==> src/rtl/merge2x1_rr.sv <==
// Two-input valid/ready merge with round-robin, packet-locked arbitration.
// Output is a single registered stage; out_sel tags the source port of each beat.
module merge2x1_rr #(
    parameter int DATA_WIDTH = 16
) (
    input  logic                  clk,
    input  logic                  reset,
    input  logic                  in0_valid,
    output logic                  in0_ready,
    input  logic [DATA_WIDTH-1:0] in0_data,
    input  logic                  in0_last,
    input  logic                  in1_valid,
    output logic                  in1_ready,
    input  logic [DATA_WIDTH-1:0] in1_data,
    input  logic                  in1_last,
    output logic                  out_valid,
    input  logic                  out_ready,
    output logic [DATA_WIDTH-1:0] out_data,
    output logic                  out_sel,
    output logic                  out_last
);

    typedef enum logic [1:0] {IDLE, LOCK0, LOCK1} state_t;

    state_t                       state;
    logic                         rr_ptr;
    logic                         load_en;
    logic                         gnt_vld;
    logic                         gnt;
    logic                         acc;
    logic [1:0]                   vld;
    logic [1:0]                   lst;
    logic [1:0][DATA_WIDTH-1:0]   dat;

    assign vld = {in1_valid, in0_valid};
    assign lst = {in1_last, in0_last};
    assign dat = {in1_data, in0_data};

    always_comb begin
        load_en = !out_valid || out_ready;
        gnt_vld = 1'b0;
        gnt     = 1'b0;
        case (state)
            LOCK0: begin gnt_vld = 1'b1; gnt = 1'b0; end
            LOCK1: begin gnt_vld = 1'b1; gnt = 1'b1; end
            default: begin
                if (vld[0] && vld[1]) begin
                    gnt_vld = 1'b1;
                    gnt     = rr_ptr;
                end else if (vld[0]) begin
                    gnt_vld = 1'b1;
                    gnt     = 1'b0;
                end else if (vld[1]) begin
                    gnt_vld = 1'b1;
                    gnt     = 1'b1;
                end
            end
        endcase
        // A locked port that is not valid simply stalls; the other port never sneaks in.
        acc       = !reset && load_en && gnt_vld && vld[gnt];
        in0_ready = acc && !gnt;
        in1_ready = acc && gnt;
    end

    always_ff @(posedge clk) begin
        if (reset) begin
            state     <= IDLE;
            rr_ptr    <= 1'b0;
            out_valid <= 1'b0;
            out_data  <= '0;
            out_sel   <= 1'b0;
            out_last  <= 1'b0;
        end else begin
            if (load_en) begin
                out_valid <= acc;
                if (acc) begin
                    out_data <= dat[gnt];
                    out_sel  <= gnt;
                    out_last <= lst[gnt];
                end
            end
            if (acc) begin
                if (lst[gnt]) begin
                    state  <= IDLE;
                    rr_ptr <= ~gnt;
                end else begin
                    state  <= gnt ? LOCK1 : LOCK0;
                end
            end
        end
    end

endmodule
==> config.mk <==
export PLATFORM = sky130hd
export DESIGN_NAME = merge2x1_rr
export DESIGN_NICKNAME = d
export VERILOG_FILES = /design/src/rtl/merge2x1_rr.sv
export SDC_FILE = /design/constraint.sdc
export NUM_CORES = 1
export LEC_CHECK = 0
export ABC_AREA = 0
export BUFFER_PORTS_ARGS = -buffer_cell sky130_fd_sc_hd__buf_2
export CAP_MARGIN = 10
export CORE_UTILIZATION = 42
export CTS_CLUSTER_DIAMETER = 100
export DETAILED_ROUTE_END_ITERATION = 12
export GPL_TIMING_DRIVEN = 0
export PLACE_DENSITY = 0.8
export SLEW_MARGIN = 30
export SYNTH_ARGS = -nofsm -noshare
export SYNTH_HDL_FRONTEND = slang
export SYNTH_SLANG_ARGS = --single-unit
==> constraint.sdc <==
create_clock -name clk -period 2.5 [get_ports clk]
set_input_delay 0 -clock clk [delete_from_list [all_inputs] [get_ports clk]]
set_output_delay 0 -clock clk [all_outputs]
set_load 0.005 [all_outputs]
# After elaboration in Yosys (flattened, before gate mapping)

Index checks and enable logic that the tools add are counted.

$lt $le $gt $ge: 1
Eq/ne operators: 2
Multiplexer cells: 15
Bitwise operators: 1
Reductions and logical operators: 13

Operators by type and width:

| kind                                               | number |
|---|---|
| 2-to-1 mux 16 bit                                  | 2 |
| 2-to-1 mux 1 bit                                   | 10 |
| logical AND 1 bit                                  | 6 |
| 2-to-1 mux 2 bit                                   | 2 |
| AND reduction 2 bit                                | 2 |
| logical NOT 1 bit                                  | 3 |
| == test 2 x 1 -> 1 bit, second input constant      | 1 |
| == test 2 bit, second input constant               | 1 |
| < comparator 1 x 2 -> 1 bit, second input constant | 1 |
| case mux 1 bit (2 select lines)                    | 1 |
| OR reduction 2 bit                                 | 1 |
| logical OR 1 bit                                   | 1 |
| NOT 1 bit                                          | 1 |

Register bits after elaboration: 22
Input bits: 39

# Longest topological paths before layout

Gate-level depths: netlist of run 1.

Depth after elaboration: 8
Gate-level depth with buffers: 8

# Least setup slack after synthesis of run 1

OpenSTA, ideal clock, no wires.

Kind: reg2reg
From: reg state[0]
To: reg out_data[11]
Library setup time: 132 ps
Arrival: 1582 ps
Path slack: 786 ps
Stages on the path, launching flop included: 9
Path buffers: 2
Period minus slack after synthesis: 1714 ps
Cells stage by stage: dfxtp_1 -> inv_1 -> ha_1 -> or3b_4 -> o311a_1 -> buf_6 -> buf_6 -> o22ai_2 -> nor3_1

Word-level cells in the longest chain between the ends: 6

Ends and longest elaborated chain:

| element                                                                            | line   | source |
|---|---|---|
| from (decl)                                                                        | 25     | `state_t state;` |
| from (signal assigned)                                                             | 87     | `state <= gnt ? LOCK1 : LOCK0;` |
| == test 2 bit / == test 2 x 1 -> 1 bit (equally long branches)                     | 43     | `case (state)` |
| case mux 1 bit (2 select lines) / OR reduction 2 bit (equally long branches)       | -      |  |
| 2-to-1 mux 1 bit, on equally long branches                                         | 60, 43 |  |
| 2-to-1 mux 1 bit (not written as such) / logical AND 1 bit (equally long branches) | 60     | `acc = !reset && load_en && gnt_vld && vld[gnt];` |
| logical AND 1 bit                                                                  | 60     |  |
| AND reduction 2 bit (no source line)                                               | -      |  |
| to (signal assigned)                                                               | 77     | `out_data <= dat[gnt];` |
| to (decl)                                                                          | 18     | `output logic [DATA_WIDTH-1:0] out_data,` |

Parallel ways exist; a longest one is shown, timed or not. The select of a mux whose other input is x is not followed.
A chain may end at the register's enable or synchronous reset.

# Final worst setup path of run 1

Ends and elaborated chain as after synthesis.

==> run metrics, run 1 <==
run status=finished, violations left; failing checks=negative hold slack; endpoints failing hold=3; PD cells=538 mW/mm2; die width=51.6 um; post-detailed-route count of antenna-violating nets=0; FFs w/ async S/R, synth=0; ant diodes=0; CTS Sinks=22; RSZ-0062 raised after global routing=false; die height=51.6 um; global-route total usage across every layer=0.239; fin crit period=2.34 ns; DR pass1 iterations=4; Synth Area per Inst=9.41 um2; Routed wire per std cell=13.8 um; critical path type=flip-flop to flip-flop; Area growth syn-to-layout=46.3%; Worst Setup End Kind=flip-flop; Max VDD drop=349 uV; Starting Density=0.455; num ports=60; max-slew violation count=0; Detail Placement HPWL=2.05 mm; Tcrit/Tclk final=0.938; most used standard cell by instance count after synthesis=nor3_1; yosys warns=0; Core Box Area=0.00228 mm2; grt ovf=0; CTS Root Cell=clkbuf_4; vias in the first global route=1160; level count of the clock H-tree=1; Peak Freq=427 MHz; routed vias=1162; initial antenna violation count=0; Least-Margin Pin Slew=0.454 ns; setup_tns=0 ns; Relative slew margins=0.694; # Max-Cap Violations=0; Syn Nets=150; Clk Latency, worst-skew pair=0.31 ns; leak pwr=0.000697 uW; Worst setup SP type=flip-flop; Clk pin slew, worst setup/hold paths=0.12 ns; Netlist cell types=29; most area-consuming cells after synthesis=dfxtp_1, nor3_1, o22ai_2; Worst Hold Class=input pin to flip-flop; DRC=0; Synth Register Bits=22; area leader, netlist=dfxtp_1; Mapped Cells=110; post-CTS setup buffers=0; Req. time, crit path=2.71 ns; Longest Clk Path Bufs=2; Final Skew=0.00157 ns; Synth top area share=0.426; first-pass GRT wire length=4.74 mm; iteration-0 DRC count of the detailed router=16; gpl congestion=0.790; leading register cell type out of synthesis=dfxtp_1; CTS Buf Count=3; Hold WS=-0.00196 ns; drt total wl=2.92 mm; vias per cell=5.51; area of the die=0.00267 mm2; share of cells above drive strength 1=0.448; Final Net Count=225; Rows=17; port bufs=59; synth cell count leaders=nor3_1, dfxtp_1, o22ai_2, o22ai_1, inv_1; CTS tree=done; critical path fanouts, max=10; Worst EP arrival=2.56 ns; sequential cell area fraction in the yosys report=0.426; cell area after synthesis=0.00103 mm2; number of flops mapped to enable cells by yosys=0; # setup viols final=0; largest net degree at the start of global routing=12
[final cells by class]
class | count | area, um2
well taps | 28 | 35.0
multi-input cells | 75 | 536
repair buffers | 70 | 405
clock buffers | 3 | 22.5
fillers | 200 | 762
flip-flops and latches | 22 | 440
plain buffers | 9 | 60.1
inverters | 4 | 15.0
[cells by family after synthesis]
group           after synthesis  synth area share
simple gates                 49             0.268
fa+ha+maj                     1            0.0121
flops                        22             0.426
buf+inv                      13            0.0713
compound gates               25             0.222
[through the flow]
stage / power [uW] / setup WS [ns] / utilization / std cells / instance area, um2
after detailed placement: 636 / 0.642 / 0.600 / 197 / 1370
final: 814 / 0.156 / 0.665 / 211 / 1510
after global placement: 628 / 0.703 / 0.600 / 197 / 1370
after floorplan: 543 / 0.786 / - / 110 / 1030
after CTS: 811 / 0.119 / 0.658 / 211 / 1500
after global routing: 858 / 0.0694 / 0.665 / 211 / 1510
[worst max-delay path, stage by stage, from the launching register on]
cell and delay, ns:
dfxtp_1 0.35, inv_1 0.07, ha_4 0.26, or3b_4 0.39, o311a_1 0.13, buf_6 0.14
buf_6 0.15, o22ai_2 0.11, nor3_1 0.06, dlygate4sd3_1 0.58
[sequential cells by signal (all words and copies together) (netlist names)]
name,count
out_data,16
out_last,1
out_sel,1
rr_ptr,1
state,2
out_valid,1
[final timing paths]
| check | cells past startpoint | endpoint | from | slack, ns |
|---|---|---|---|---|
| setup / recovery | 9 | out_data[11] | state[0] | 0.16 |
| setup reg to reg | 9 | out_data[11] | state[0] | 0.16 |
| hold reg to reg | 2 | out_data[15] | out_data[15] | 0.50 |
| hold / removal | 3 | out_data[2] | in0_data[2] | -0.002 |
[repair_timing]
action / in CTS / in global routing
hold endpoints to repair: 10 / 0
resized for setup: 0 / 4
setup endpoints to repair: 0 / 1
hold buffers: 11 / 0
[placed cells by master, fill, tap and decap left out, types with 2 or more instances in the layout]
cell type | synthesis | routed
a21oi_1 | 2 | 2
buf_2 | 2 | 61
buf_4 | 2 | 2
buf_6 | 2 | 2
clkbuf_1 | 3 | 2
clkbuf_4 | 0 | 3
dfxtp_1 | 22 | 22
dlygate4sd3_1 | 0 | 11
inv_1 | 4 | 4
nand2b_1 | 3 | 3
nor2_1 | 3 | 3
nor3_1 | 34 | 34
o22ai_1 | 7 | 7
o22ai_2 | 9 | 9
[metal layers]
layer / share of wire / GRT usage
met1: 0.43 / 0.265
met2: 0.50 / 0.426
met3: 0.051 / 0.0468
met4: 0.021 / 0.126
met5: 0 / 0
[power by group]
group / internal, uW / switching [uW] / total, uW
clock network: 56.5 / 108 / 164
logic: 127 / 113 / 239
registers: 389 / 21.7 / 411
total: 572 / 242 / 814
Power figures use the tool's default switching activity.
==> inputs of run 2 (changes only) <==
--- a/config.mk
+++ b/config.mk
@@ -8,11 +8,14 @@
 export ABC_AREA = 0
 export BUFFER_PORTS_ARGS = -buffer_cell sky130_fd_sc_hd__buf_2
 export CAP_MARGIN = 10
-export CORE_UTILIZATION = 42
+export CELL_PAD_IN_SITES_DETAIL_PLACEMENT = 1
+export CELL_PAD_IN_SITES_GLOBAL_PLACEMENT = 1
+export CORE_ASPECT_RATIO = 0.5
+export CORE_UTILIZATION = 30
 export CTS_CLUSTER_DIAMETER = 100
 export DETAILED_ROUTE_END_ITERATION = 12
 export GPL_TIMING_DRIVEN = 0
-export PLACE_DENSITY = 0.8
+export PLACE_DENSITY = 0.81
 export SLEW_MARGIN = 30
 export SYNTH_ARGS = -nofsm -noshare
 export SYNTH_HDL_FRONTEND = slang
==> run metrics, run 2 (synthesis gave the netlist of run 1 again) <==
Least-Margin Pin Slew=0.517 ns; port bufs=59; CTS Sinks=22; largest net degree at the start of global routing=13; Placed Area=0.00138 mm2; setup_tns=0 ns; met2 Use GR=0.329; vias in the first global route=1092; Top Registers=out_data x16, state x2; footprint of the multi-input gates=520 um2; commonest non-fill, non-tap cell in the layout=buf_2; post-detailed-route count of antenna-violating nets=0; Req. time, crit path=2.50 ns; gpl congestion=0.742; grt ovf=0; global-route total usage across every layer=0.176; leak pwr=0.000664 uW; Worst setup SP type=flip-flop; highest-count cells in the layout ignoring fill and taps=buf_2, nor3_1, dfxtp_1, o22ai_2, o22ai_1; CP bufs+invs=4; Starting Density=0.330; # Max-Cap Violations=0; CP delay by family, top=simple AND/OR/NAND/NOR gates; Clk pin slew, worst setup/hold paths=0.08 ns; cts repair resizes=0; Detail Placement HPWL=2.41 mm; Core Box Area=0.00314 mm2; crit-path most repeated cell=inv_1; CP cell instances=inv_1, ha_1, nor2b_1, nand4b_4, buf_4, inv_1, buf_2; met3 usage=0.0438; final-layout fill cell count=389; initial antenna violation count=0; Biggest register=out_data; met1 Use GR=0.212; Tcrit/Tclk final=0.794; die height=43.5 um; max reg flops=16; Peak Freq=504 MHz; crit-path max cell delay=0.34 ns; Worst Hold Class=input pin to flip-flop; most used routing layer in global routing=met2; num ports=60; drt total wl=3.17 mm; level count of the clock H-tree=1; Final Net Count=215; fin crit period=1.98 ns; Worst EP arrival=1.98 ns; die width=85.1 um; # setup viols final=0; Longest Clk Path Bufs=2; share of cells above drive strength 1=0.460; FF+latch area=440 um2; max-slew violation count=0; first-pass GRT wire length=5.05 mm; Clk Latency, worst-skew pair=0.26 ns; CTS Buf Count=3; Rows=14; routed vias=1090; area of the die=0.00370 mm2; ant diodes=0; DR pass1 iterations=4; hold_buf cts=1; endpoints failing hold=0; Final Skew=0.00245 ns; iteration-0 DRC count of the detailed router=20; RSZ-0062 raised after global routing=false; critical path type=flip-flop to primary output; DRC=0; Max VDD drop=210 uV; post-CTS setup buffers=0; CTS tree=done; critical path fanouts, max=10; Area growth syn-to-layout=39.7%; run status=finished clean; CP max-delay cell=ha_1; Worst Setup End Kind=primary output; PD cells=616 mW/mm2; final core utilization=0.461; final instance area=0.00145 mm2; Routed wire per std cell=14.8 um; CTS Root Cell=clkbuf_8; vias per cell=5.09; Relative slew margins=0.651
run 2: cell count changes in the layout (fill, tap and decap cells not counted), sizes merged:
cell / change
clkbuf: +1
dlygate4sd3: -10
run 2: layout make-up:
type / instances / share of cell area
Buffer: 9 / 0.0407
Clock buffer: 4 / 0.0381
Inverter: 4 / 0.0104
Multi-Input combinational cell: 75 / 0.360
Sequential cell: 22 / 0.305
Tap cell: 40 / 0.0346
Timing Repair Buffer: 60 / 0.211
run 2: report_power, final:
group	internal, uW	switching, uW	total [uW]
combinational	112	113	225
clock	140	116	256
sequential	389	20.5	409
total	641	249	890
run 2: final timing paths:
check	from	to	slack [ns]	depth (start not counted)
worst min register to register	state[0]	state[0]	0.49	2
worst max-delay path	state[0]	in0_ready	0.52	7
worst min-delay path	in0_data[6]	out_data[6]	0.04	3
worst max register to register	state[0]	out_data[2]	0.58	7
run 2: per-layer routing:
layer / vias to the layer above / wire (um)
li1: 544 / -
met2: 24 / 1600
met3: 0 / 123
met1: 522 / 1450
met4: 0 / 0
met5: - / 0
run 2: through the flow:
stage | power [uW] | cells | setup slack (ns) | hold WS [ns]
after CTS | 898 | 214 | 0.514 | 0.0396
after detailed placement | 641 | 209 | 0.631 | 0.245
after global placement | 633 | 209 | 0.681 | 0.240
after global routing | 947 | 214 | 0.383 | 0.0396
final | 890 | 214 | 0.515 | 0.0380
after floorplan | 543 | 110 | 0.786 | 0.0415
run 2: tightest hold or removal path, delay by kind of cell:
family                 cells  cell delay [ns]
AND/OR/NAND/NOR            1             0.11
buffers and inverters      1             0.07
AO/OA/AOI/OAI              1             0.07
==> inputs of run 3 (changes only) <==
==> constraint.sdc (replaced) <==
create_clock -name clk -period 2 [get_ports clk]
set_input_delay 0 -clock clk [delete_from_list [all_inputs] [get_ports clk]]
set_output_delay 0 -clock clk [all_outputs]
set_load 0.005 [all_outputs]
==> run metrics, run 3 (synthesis gave the netlist of run 1 again) <==
run status=finished clean; DR pass1 iterations=4; Clk pin slew, worst setup/hold paths=0.08 ns; Worst setup SP type=flip-flop; post-detailed-route count of antenna-violating nets=0; share of cells above drive strength 1=0.477; max reg flops=16; Least-Margin Pin Slew=0.531 ns; Reg2Reg Depth=8; leak pwr=0.000670 uW; Peak Freq=530 MHz; drt total wl=3.14 mm; Worst Hold Class=input pin to flip-flop; largest net degree at the start of global routing=13; num ports=60; initial antenna violation count=0; Starting Density=0.330; final instance area=0.00146 mm2; Top Registers=out_data x16, state x2; first-pass GRT wire length=5.05 mm; Final Skew=0.00396 ns; Longest Clk Path Bufs=2; # setup viols final=0; RSZ-0062 raised after global routing=false; port bufs=59; grt ovf=0; Req. time, crit path=2.00 ns; Hold WS=0.0385 ns; CTS tree=done; final-layout fill cell count=391; highest-count cells in the layout ignoring fill and taps=buf_2, nor3_1, dfxtp_1, o22ai_2, o22ai_1; Biggest register=out_data; Relative slew margins=0.641; Rows=14; DRC=0; endpoints failing hold=0; die height=43.5 um; Area growth syn-to-layout=40.8%; Clk Latency, worst-skew pair=0.26 ns; critical path type=flip-flop to primary output; Detail Placement HPWL=2.41 mm; gpl congestion=0.742; critical path fanouts, max=10; Routed wire per std cell=14.7 um; level count of the clock H-tree=1; Core Box Area=0.00314 mm2; Tcrit/Tclk final=0.943; vias in the first global route=1092; area of the die=0.00370 mm2; fin crit period=1.89 ns; Hold Path Depth=3; Worst Setup End Kind=primary output; CTS Root Cell=clkbuf_8; vias per cell=5.15; Placed Area=0.00138 mm2; commonest non-fill, non-tap cell in the layout=buf_2; max-slew violation count=0; setup_tns=0 ns; CTS Sinks=22; routed vias=1103; die width=85.1 um; iteration-0 DRC count of the detailed router=28; post-CTS setup buffers=0; PD cells=765 mW/mm2; # Max-Cap Violations=0; Worst EP arrival=1.89 ns; global-route total usage across every layer=0.176; Final Net Count=215; Max VDD drop=259 uV; CTS Buf Count=3; ant diodes=0
==> run 3: cell types whose count changed in the layout (fill, tap and decap cells not counted), sizes merged <==
cell / previous run / this run
clkbuf: 7 / 8
buf: 65 / 64
==> run 3: final cells by class <==
class,count,area (um2),area share
Buffer,9,62.6,0.0430
Clock buffer,4,55.1,0.0378
Inverter,4,15.0,0.0103
Multi-Input combinational cell,75,528,0.363
Sequential cell,22,440,0.302
Tap cell,40,50.0,0.0344
Timing Repair Buffer,60,305,0.210
==> run 3: worst max-delay path, stage by stage (launching register included) <==
cell and delay (ns):
dfxtp_1 0.33, inv_1 0.04, ha_1 0.34, nor2b_2 0.20, nand4b_4 0.25, buf_4 0.25
inv_1 0.08, buf_2 0.13
==> run 3: where the power goes <==
group	internal [uW]	switching, uW	total (uW)	leakage, uW
sequential	486	25.8	512	0.000183
clock	175	144	320	0.0000288
combinational	142	141	283	0.000458
==> run 3: repair_timing <==
item | in CTS | in global routing
hold buffers | 1 | 0
endpoints found under the setup margin | 0 | 12
endpoints found under the hold margin | 1 | 0
gates resized for setup | 0 | 5
==> run 3: final timing paths <==
check	start	slack, ns	to
worst min-delay path	in0_data[6]	0.04	out_data[6]
worst min register to register	out_data[11]	0.50	out_data[11]
worst max register to register	state[0]	0.11	out_data[2]
worst max-delay path	state[0]	0.11	in0_ready
==> run 3: layer usage <==
metal,wire length [um],track usage,vias up
met2,1620,0.329,24
met4,0,0.0305,0
met3,101,0.0438,0
li1,-,-,543
met1,1420,0.212,536
met5,0,0,-
==> run 3: per-stage QoR <==
stage                     setup WS [ns]  utilization  std cells  power (uW)
after global routing            0.00140        0.464        214        1190
after detailed placement          0.131        0.440        209         801
final                             0.113        0.464        214        1110
after floorplan                   0.286            -        110         678
after global placement            0.181        0.440        209         791
after CTS                        0.0135        0.461        214        1120
